$ cat src/rtl/uart_pkg.sv
// Shared definitions for the UART receive path: defaults, receiver states,
// ASCII hex ranges and status flag bit positions.
package uart_pkg;

    localparam int unsigned DefDataWidth = 32;
    localparam int unsigned DefUartNbit  = 8;

    typedef enum logic [1:0] {
        StIdle,
        StStart,
        StData,
        StStop
    } rx_state_e;

    localparam logic [7:0] AsciiZero   = 8'h30;
    localparam logic [7:0] AsciiNine   = 8'h39;
    localparam logic [7:0] AsciiUpperA = 8'h41;
    localparam logic [7:0] AsciiUpperF = 8'h46;
    localparam logic [7:0] AsciiLowerA = 8'h61;
    localparam logic [7:0] AsciiLowerF = 8'h66;
    localparam logic [7:0] AsciiLf     = 8'h0A;
    localparam logic [7:0] AsciiCr     = 8'h0D;

    localparam int unsigned FlagWordReady = 0;
    localparam int unsigned FlagOverrun   = 1;
    localparam int unsigned FlagCharError = 2;

    // Returns {valid, nibble}; valid is 0 for anything that is not a hex digit.
    function automatic logic [4:0] hex_decode(input logic [7:0] c);
        logic [4:0] r;
        r = '0;
        if (c >= AsciiZero && c <= AsciiNine) begin
            r = {1'b1, 4'(c - AsciiZero)};
        end else if (c >= AsciiUpperA && c <= AsciiUpperF) begin
            r = {1'b1, 4'(c - AsciiUpperA + 8'd10)};
        end else if (c >= AsciiLowerA && c <= AsciiLowerF) begin
            r = {1'b1, 4'(c - AsciiLowerA + 8'd10)};
        end
        return r;
    endfunction

endpackage

$ cat src/rtl/uart_rx_byte.sv
// Bit-level UART receiver: synchronizes the line, frames one character and
// emits a one-cycle byte_valid for characters with a good stop bit.
module uart_rx_byte import uart_pkg::*; #(
    parameter int unsigned UART_NBIT = DefUartNbit,
    parameter int unsigned CLK_FREQ  = 50,
    parameter int unsigned BAUDRATE  = 5
) (
    input  logic                 clk,
    input  logic                 reset,
    input  logic                 serial_in,
    output logic [UART_NBIT-1:0] rx_byte,
    output logic                 byte_valid
);

    localparam int unsigned BitClks  = CLK_FREQ / BAUDRATE;
    localparam int unsigned HalfClks = BitClks / 2;
    localparam int unsigned CntW     = (BitClks > 1) ? $clog2(BitClks) : 1;
    localparam int unsigned BitW     = (UART_NBIT > 1) ? $clog2(UART_NBIT) : 1;

    rx_state_e            state_q, state_d;
    logic [1:0]           sync_q;
    logic [CntW-1:0]      clk_cnt_q, clk_cnt_d;
    logic [BitW-1:0]      bit_cnt_q, bit_cnt_d;
    logic [UART_NBIT-1:0] shift_q, shift_d;
    logic                 byte_valid_q, byte_valid_d;
    logic                 rx_s;
    logic                 sample_tick;

    assign rx_s = sync_q[1];

    // Start bit is checked half a bit in, every later sample is a full bit apart.
    always_comb begin
        if (state_q == StStart) begin
            sample_tick = (clk_cnt_q == CntW'(HalfClks - 1));
        end else begin
            sample_tick = (clk_cnt_q == CntW'(BitClks - 1));
        end
    end

    always_ff @(posedge clk or negedge reset) begin
        if (!reset) begin
            state_q <= StIdle;
        end else begin
            state_q <= state_d;
        end
    end

    always_comb begin
        state_d = state_q;
        case (state_q)
            StIdle:  if (!rx_s) state_d = StStart;
            StStart: if (sample_tick) state_d = rx_s ? StIdle : StData;
            StData:  if (sample_tick && bit_cnt_q == BitW'(UART_NBIT - 1)) state_d = StStop;
            StStop:  if (sample_tick) state_d = StIdle;
            default: state_d = StIdle;
        endcase
    end

    always_comb begin
        clk_cnt_d    = clk_cnt_q + 1'b1;
        bit_cnt_d    = bit_cnt_q;
        shift_d      = shift_q;
        byte_valid_d = 1'b0;
        case (state_q)
            StIdle: begin
                clk_cnt_d = '0;
                bit_cnt_d = '0;
            end
            StStart: if (sample_tick) clk_cnt_d = '0;
            StData: begin
                if (sample_tick) begin
                    clk_cnt_d = '0;
                    shift_d   = {rx_s, shift_q[UART_NBIT-1:1]};
                    bit_cnt_d = bit_cnt_q + 1'b1;
                end
            end
            StStop: begin
                if (sample_tick) begin
                    clk_cnt_d    = '0;
                    byte_valid_d = rx_s;
                end
            end
            default: clk_cnt_d = '0;
        endcase
    end

    always_ff @(posedge clk or negedge reset) begin
        if (!reset) begin
            sync_q       <= 2'b11;
            clk_cnt_q    <= '0;
            bit_cnt_q    <= '0;
            shift_q      <= '0;
            byte_valid_q <= 1'b0;
        end else begin
            sync_q       <= {sync_q[0], serial_in};
            clk_cnt_q    <= clk_cnt_d;
            bit_cnt_q    <= bit_cnt_d;
            shift_q      <= shift_d;
            byte_valid_q <= byte_valid_d;
        end
    end

    assign rx_byte    = shift_q;
    assign byte_valid = byte_valid_q;

endmodule

$ cat src/rtl/uart_rx_word_assembler.sv
// Assembles ASCII hex characters from a UART line into DATA_WIDTH-bit words,
// tracking word_ready, overrun and char_error status.
module uart_rx_word_assembler import uart_pkg::*; #(
    parameter int unsigned DATA_WIDTH = DefDataWidth,
    parameter int unsigned UART_NBIT  = DefUartNbit,
    parameter int unsigned CLK_FREQ   = 50,
    parameter int unsigned BAUDRATE   = 5
) (
    input  logic                  clk,
    input  logic                  reset,
    input  logic                  serial_in,
    input  logic                  clr_rx_flag,
    output logic [DATA_WIDTH-1:0] rx_word,
    output logic [DATA_WIDTH-1:0] rx_flag_out
);

    localparam int unsigned NumNibs = DATA_WIDTH / 4;
    localparam int unsigned NibW    = $clog2(NumNibs);

    logic [UART_NBIT-1:0]  rx_byte;
    logic                  byte_valid;
    logic [7:0]            rx_char;
    logic [4:0]            dec;
    logic                  is_eol;

    logic [DATA_WIDTH-1:0] shift_q, shift_d;
    logic [NibW-1:0]       nib_cnt_q, nib_cnt_d;
    logic [DATA_WIDTH-1:0] word_q, word_d;
    logic                  ready_q, ready_d;
    logic                  overrun_q, overrun_d;
    logic                  char_err_q, char_err_d;

    uart_rx_byte #(
        .UART_NBIT (UART_NBIT),
        .CLK_FREQ  (CLK_FREQ),
        .BAUDRATE  (BAUDRATE)
    ) u_rx_byte (
        .clk        (clk),
        .reset      (reset),
        .serial_in  (serial_in),
        .rx_byte    (rx_byte),
        .byte_valid (byte_valid)
    );

    assign rx_char = 8'(rx_byte);
    assign dec     = hex_decode(rx_char);
    assign is_eol  = (rx_char == AsciiCr) || (rx_char == AsciiLf);

    // The clear is applied first so that an event in the same cycle wins.
    always_comb begin
        shift_d    = shift_q;
        nib_cnt_d  = nib_cnt_q;
        word_d     = word_q;
        ready_d    = clr_rx_flag & ready_q;
        overrun_d  = clr_rx_flag & overrun_q;
        char_err_d = clr_rx_flag & char_err_q;
        if (byte_valid && !is_eol) begin
            if (dec[4]) begin
                shift_d = {shift_q[DATA_WIDTH-5:0], dec[3:0]};
                if (nib_cnt_q == NibW'(NumNibs - 1)) begin
                    word_d    = shift_d;
                    nib_cnt_d = '0;
                    overrun_d = overrun_d | ready_d;
                    ready_d   = 1'b1;
                end else begin
                    nib_cnt_d = nib_cnt_q + 1'b1;
                end
            end else begin
                shift_d    = '0;
                nib_cnt_d  = '0;
                char_err_d = 1'b1;
            end
        end
    end

    always_ff @(posedge clk or negedge reset) begin
        if (!reset) begin
            shift_q    <= '0;
            nib_cnt_q  <= '0;
            word_q     <= '0;
            ready_q    <= 1'b0;
            overrun_q  <= 1'b0;
            char_err_q <= 1'b0;
        end else begin
            shift_q    <= shift_d;
            nib_cnt_q  <= nib_cnt_d;
            word_q     <= word_d;
            ready_q    <= ready_d;
            overrun_q  <= overrun_d;
            char_err_q <= char_err_d;
        end
    end

    always_comb begin
        rx_flag_out                = '0;
        rx_flag_out[FlagWordReady] = ready_q;
        rx_flag_out[FlagOverrun]   = overrun_q;
        rx_flag_out[FlagCharError] = char_err_q;
    end

    assign rx_word = word_q;

endmodule

$ cat config.mk
export PLATFORM = sky130hd
export DESIGN_NAME = uart_rx_word_assembler
export DESIGN_NICKNAME = d
export VERILOG_FILES = /design/src/rtl/uart_pkg.sv /design/src/rtl/uart_rx_byte.sv /design/src/rtl/uart_rx_word_assembler.sv
export SDC_FILE = /design/constraint.sdc
export NUM_CORES = 1
export LEC_CHECK = 0
export CAP_MARGIN = 20
export CORE_MARGIN = 5
export CORE_UTILIZATION = 48
export DETAILED_ROUTE_END_ITERATION = 16
export GPL_TIMING_DRIVEN = 0
export PLACE_DENSITY = 0.76
export SLEW_MARGIN = 10
export SYNTH_ARGS = -nofsm -noshare
export SYNTH_HDL_FRONTEND = slang
export SYNTH_SLANG_ARGS = --single-unit
$ cat constraint.sdc
create_clock -name clk -period 2.1 [get_ports clk]
set_input_delay 0.42 -clock clk [delete_from_list [all_inputs] [get_ports clk]]
set_output_delay 0.42 -clock clk [all_outputs]
set_load 0.01 [all_outputs]
==> results.md <==
- Detailed Route WL: 8300 um
- DR vias: roughly 2.6k
- Die footprint: 0.0101 sq mm
- Highest clock rate: 455 MHz
- P_leak: approximately 2.5 nW
- IO Port Bufs: 38
- Number of vias per cell: 5.17
- Delay-heaviest family, CP: simple AND/OR/NAND/NOR gates
- Layout area overhead: 34.3%
- H-tree levels: 3
- Antenna Cells: 0
- Die H: 100 um
- Clock share of power: 0.343
- Number of buffers created by CTS: 9
- Largest cells by area after synthesis: dfrtp_1, mux2_4, a22o_1
- Switching Power: 0.958 mW
- Slowest CP cell: dfrtp_2
- Critical Path Max Stage Delay: about 460 ps
- Initial antenna violation count: 0
- Hold Path Class: flip-flop to flip-flop
- Synth Area per Inst: 13.6 sq um
- Failing checks: setup timing
- Largest net degree at the start of global routing: 67
- Largest area contributor in the netlist: dfrtp_1
- Crit. End Element: flip-flop
- Internal: about 2.7 mW
- Yosys top cell area share: 0.536
- Critical path endpoint: rx_word[21]
- Post-DR wirelength/cell: 16.6 um
- Detailed Routing Iterations Pass 1: 4
- Die X: 100 um
- Seq cells post-synth: 86
- Layout cells sized above 1: 0.365
- Total Nets Final: ~400
- Gate power share: 0.151
- Worst skew pair latency: 350 ps
- GPL Wtd Cong: 0.776
- Net Sw Frac: 0.263
- EDFF count, synth: 0
- Slew headroom: 0.502
- Clk slew on worst S/H paths: 90 ps
- List of most frequent post-synthesis cells: dfrtp_1, buf_4, a22o_1
- Vias in the first global route: 2452
- Final std cells w/o fill: 499
- Core area: between 0.008 and 0.009 sq mm
- 1st-iter DRT viols: between 100 and 150
- RSZ-0062 raised after global routing: true
- Mapped Area: between 0.003 and 0.004 sq mm
- RR Endpoint: rx_word[21]
- CTS Root Cell: clkbuf_8
- # IOs: between 60 and 70
- R2r worst-path depth: 8
- Rows: 33
- First-pass GRT wire length: 12600 um
- Crit path DAT: 2440 ps
- Fin worst setup slack: -98.8 ps
- Pins Over Slew Limit: 0
- Routed Antenna Nets: 0
- Max VDD drop: between 0.0003 and 0.0004 V
- Synth cell types: 47
- Post-synth ARST share: 1.00
- Initial Util: 0.484
- Top-count cell post-synth: dfrtp_1
- PD cells: approximately 690 mW/mm^2
- GRT overflow: 0
- Fin. Hold Viols: 0
- Hpwl dp: 5130 um
- Worst Setup Start Kind: flip-flop
- CP startpoint: u_rx_byte.rx_byte[0]
- Post-layout minimum cycle time: 2200 ps
- Main synth FF type: dfrtp_1
- Post-Place Cells: 460
- Syn Inst Count: 288
- CP bufs+invs: 3
- Max-capacitance violation count: 0
- Clock sinks: 86
- Worst Tran Pin Value: 746 ps
- TritonCTS clock tree: built
- Maximum fanout along the worst path: 8
- Sequential share of power: 0.505
- Skew final: 13.7 ps
- # setup viols final: 30
- Worst r2r src: u_rx_byte.rx_byte[0]
- Setup slack, reg-to-reg: -100 ps
- YS warnings: 0
- Levels on crit path: 8
- Gr usage total: 0.157
- Post-layout util: 0.650
- Crit path required time: 2340 ps
- Post-synthesis sequential area ratio: 0.550
- Run status: complete, but fails checks
- CP Cell Sequence: inv_4 -> ha_4 -> or3b_4 -> and4_4 -> o211a_4 -> buf_12 -> clkbuf_16 -> mux2_4
- DRC Markers: 0
- Crit Path Category: flip-flop to flip-flop
- Fin crit share: 1.05
- CTS max path bufs: 2
==> cell families (layout without fill, tap and decap cells) <==
family,Yosys count,after routing,share of synthesized area
AOI/OAI and AO/OA,57,58,0.121
xor gates and xnor gates,2,2,0.00447
adders and majority gates,9,9,0.0287
buffers and inverters,55,132,0.0951
DFF,86,86,0.550
muxes,41,41,0.141
other,1,29,0.000957
and+or+nand+nor,37,37,0.0588
==> flip-flops by register name, indices dropped and copies added, names as in the netlist, named ones only <==
register and count:
u_rx_byte.rx_byte 8, char_err_q 1, rx_word 32, shift_q 28, u_rx_byte.bit_cnt_q 3, u_rx_byte.clk_cnt_q 4
u_rx_byte.state_q 1, overrun_q 1, ready_q 1, u_rx_byte.sync_q 2, u_rx_byte.byte_valid 1, nib_cnt_q 3
==> worst register-to-register path, stage by stage (launching register included) <==
cell	delay, ps
dfrtp_2	460
inv_4	80
ha_4	120
or3b_4	380
and4_4	200
o211a_4	240
buf_12	160
clkbuf_16	160
mux2_4	290
==> per-layer routing <==
metal | global-route usage | vias to the layer above | part of all wire
li1 | - | 1201 | -
met2 | 0.252 | 61 | 0.51
met1 | 0.216 | 1306 | 0.44
met3 | 0.0299 | 10 | 0.041
met4 | 0.0528 | 0 | 0.015
met5 | 0 | - | 0
==> power by group through the flow <==
| stage | Combinational [mW] | Sequential, mW | Clock [mW] |
|---|---|---|---|
| 2_1_floorplan | 0.391 | 1.84 | 0 |
| 3_3_place_gp | 0.484 | 1.86 | 0 |
| 3_5_place_dp | 0.511 | 1.86 | 0 |
| 4_1_cts | 0.530 | 1.83 | 1.27 |
| 5_1_grt | 0.612 | 1.85 | 1.34 |
| 6_report | 0.551 | 1.84 | 1.25 |
==> timing repair <==
action / CTS / global route
gates resized for setup: 21 / 19
hold buffers: 1 / 0
hold endpoints to repair: 18 / 0
buffers inserted: 12 / 7
setup endpoints to repair: 68 / 72
pin swaps: 1 / 7
gates cloned: 2 / 4
==> cell type report <==
class	instances	area, sq um
clock buffers	10	128
flip-flops and latches	86	2160
multi-input cells	176	1640
inverters	8	35.0
well taps	105	131
clock inverters	5	82.6
repair buffers	63	692
plain buffers	46	402
fillers	611	2830
==> worst min path at each step <==
stage	start	to	depth (start not counted)
finish	u_rx_byte.sync_q[0]	u_rx_byte.sync_q[1]	0
global route	u_rx_byte.sync_q[0]	u_rx_byte.sync_q[1]	0
CTS	u_rx_byte.sync_q[0]	u_rx_byte.sync_q[1]	0
detailed placement	reset	u_rx_byte.bit_cnt_q[2]	1
global placement	u_rx_byte.sync_q[0]	u_rx_byte.sync_q[1]	0
floorplan	reset	asynchronous set/reset pin	0
==> per-stage QoR <==
stage | cell area (sq um) | hold WS (ps) | total power [mW] | setup slack, ps | setup TNS [ps]
2_1_floorplan | 4070 | 124 | 2.23 | -23.4 | -583
3_3_place_gp | 4580 | 348 | 2.34 | -2700 | -213370
3_5_place_dp | 4600 | 334 | 2.37 | -256 | -12650
4_1_cts | 5040 | 365 | 3.63 | -70.2 | -1550
5_1_grt | 5260 | 370 | 3.80 | -132 | -3410
6_report | 5260 | 363 | 3.64 | -98.8 | -2280
==> cells in the final DEF (no fill, tap or decap), types with 4 or more instances in the layout <==
cell type	synthesis	routed
inv_1	8	6
nor2_1	8	8
clkdlybuf4s50_1	0	37
mux2_4	26	26
conb_1	1	29
a22o_1	29	29
ha_1	9	6
buf_12	0	4
clkbuf_8	0	9
mux2_2	11	11
dfrtp_1	84	82
buf_4	33	49
nor3_1	5	5
nand2_1	4	4
(Power assumes the default switching activity.)
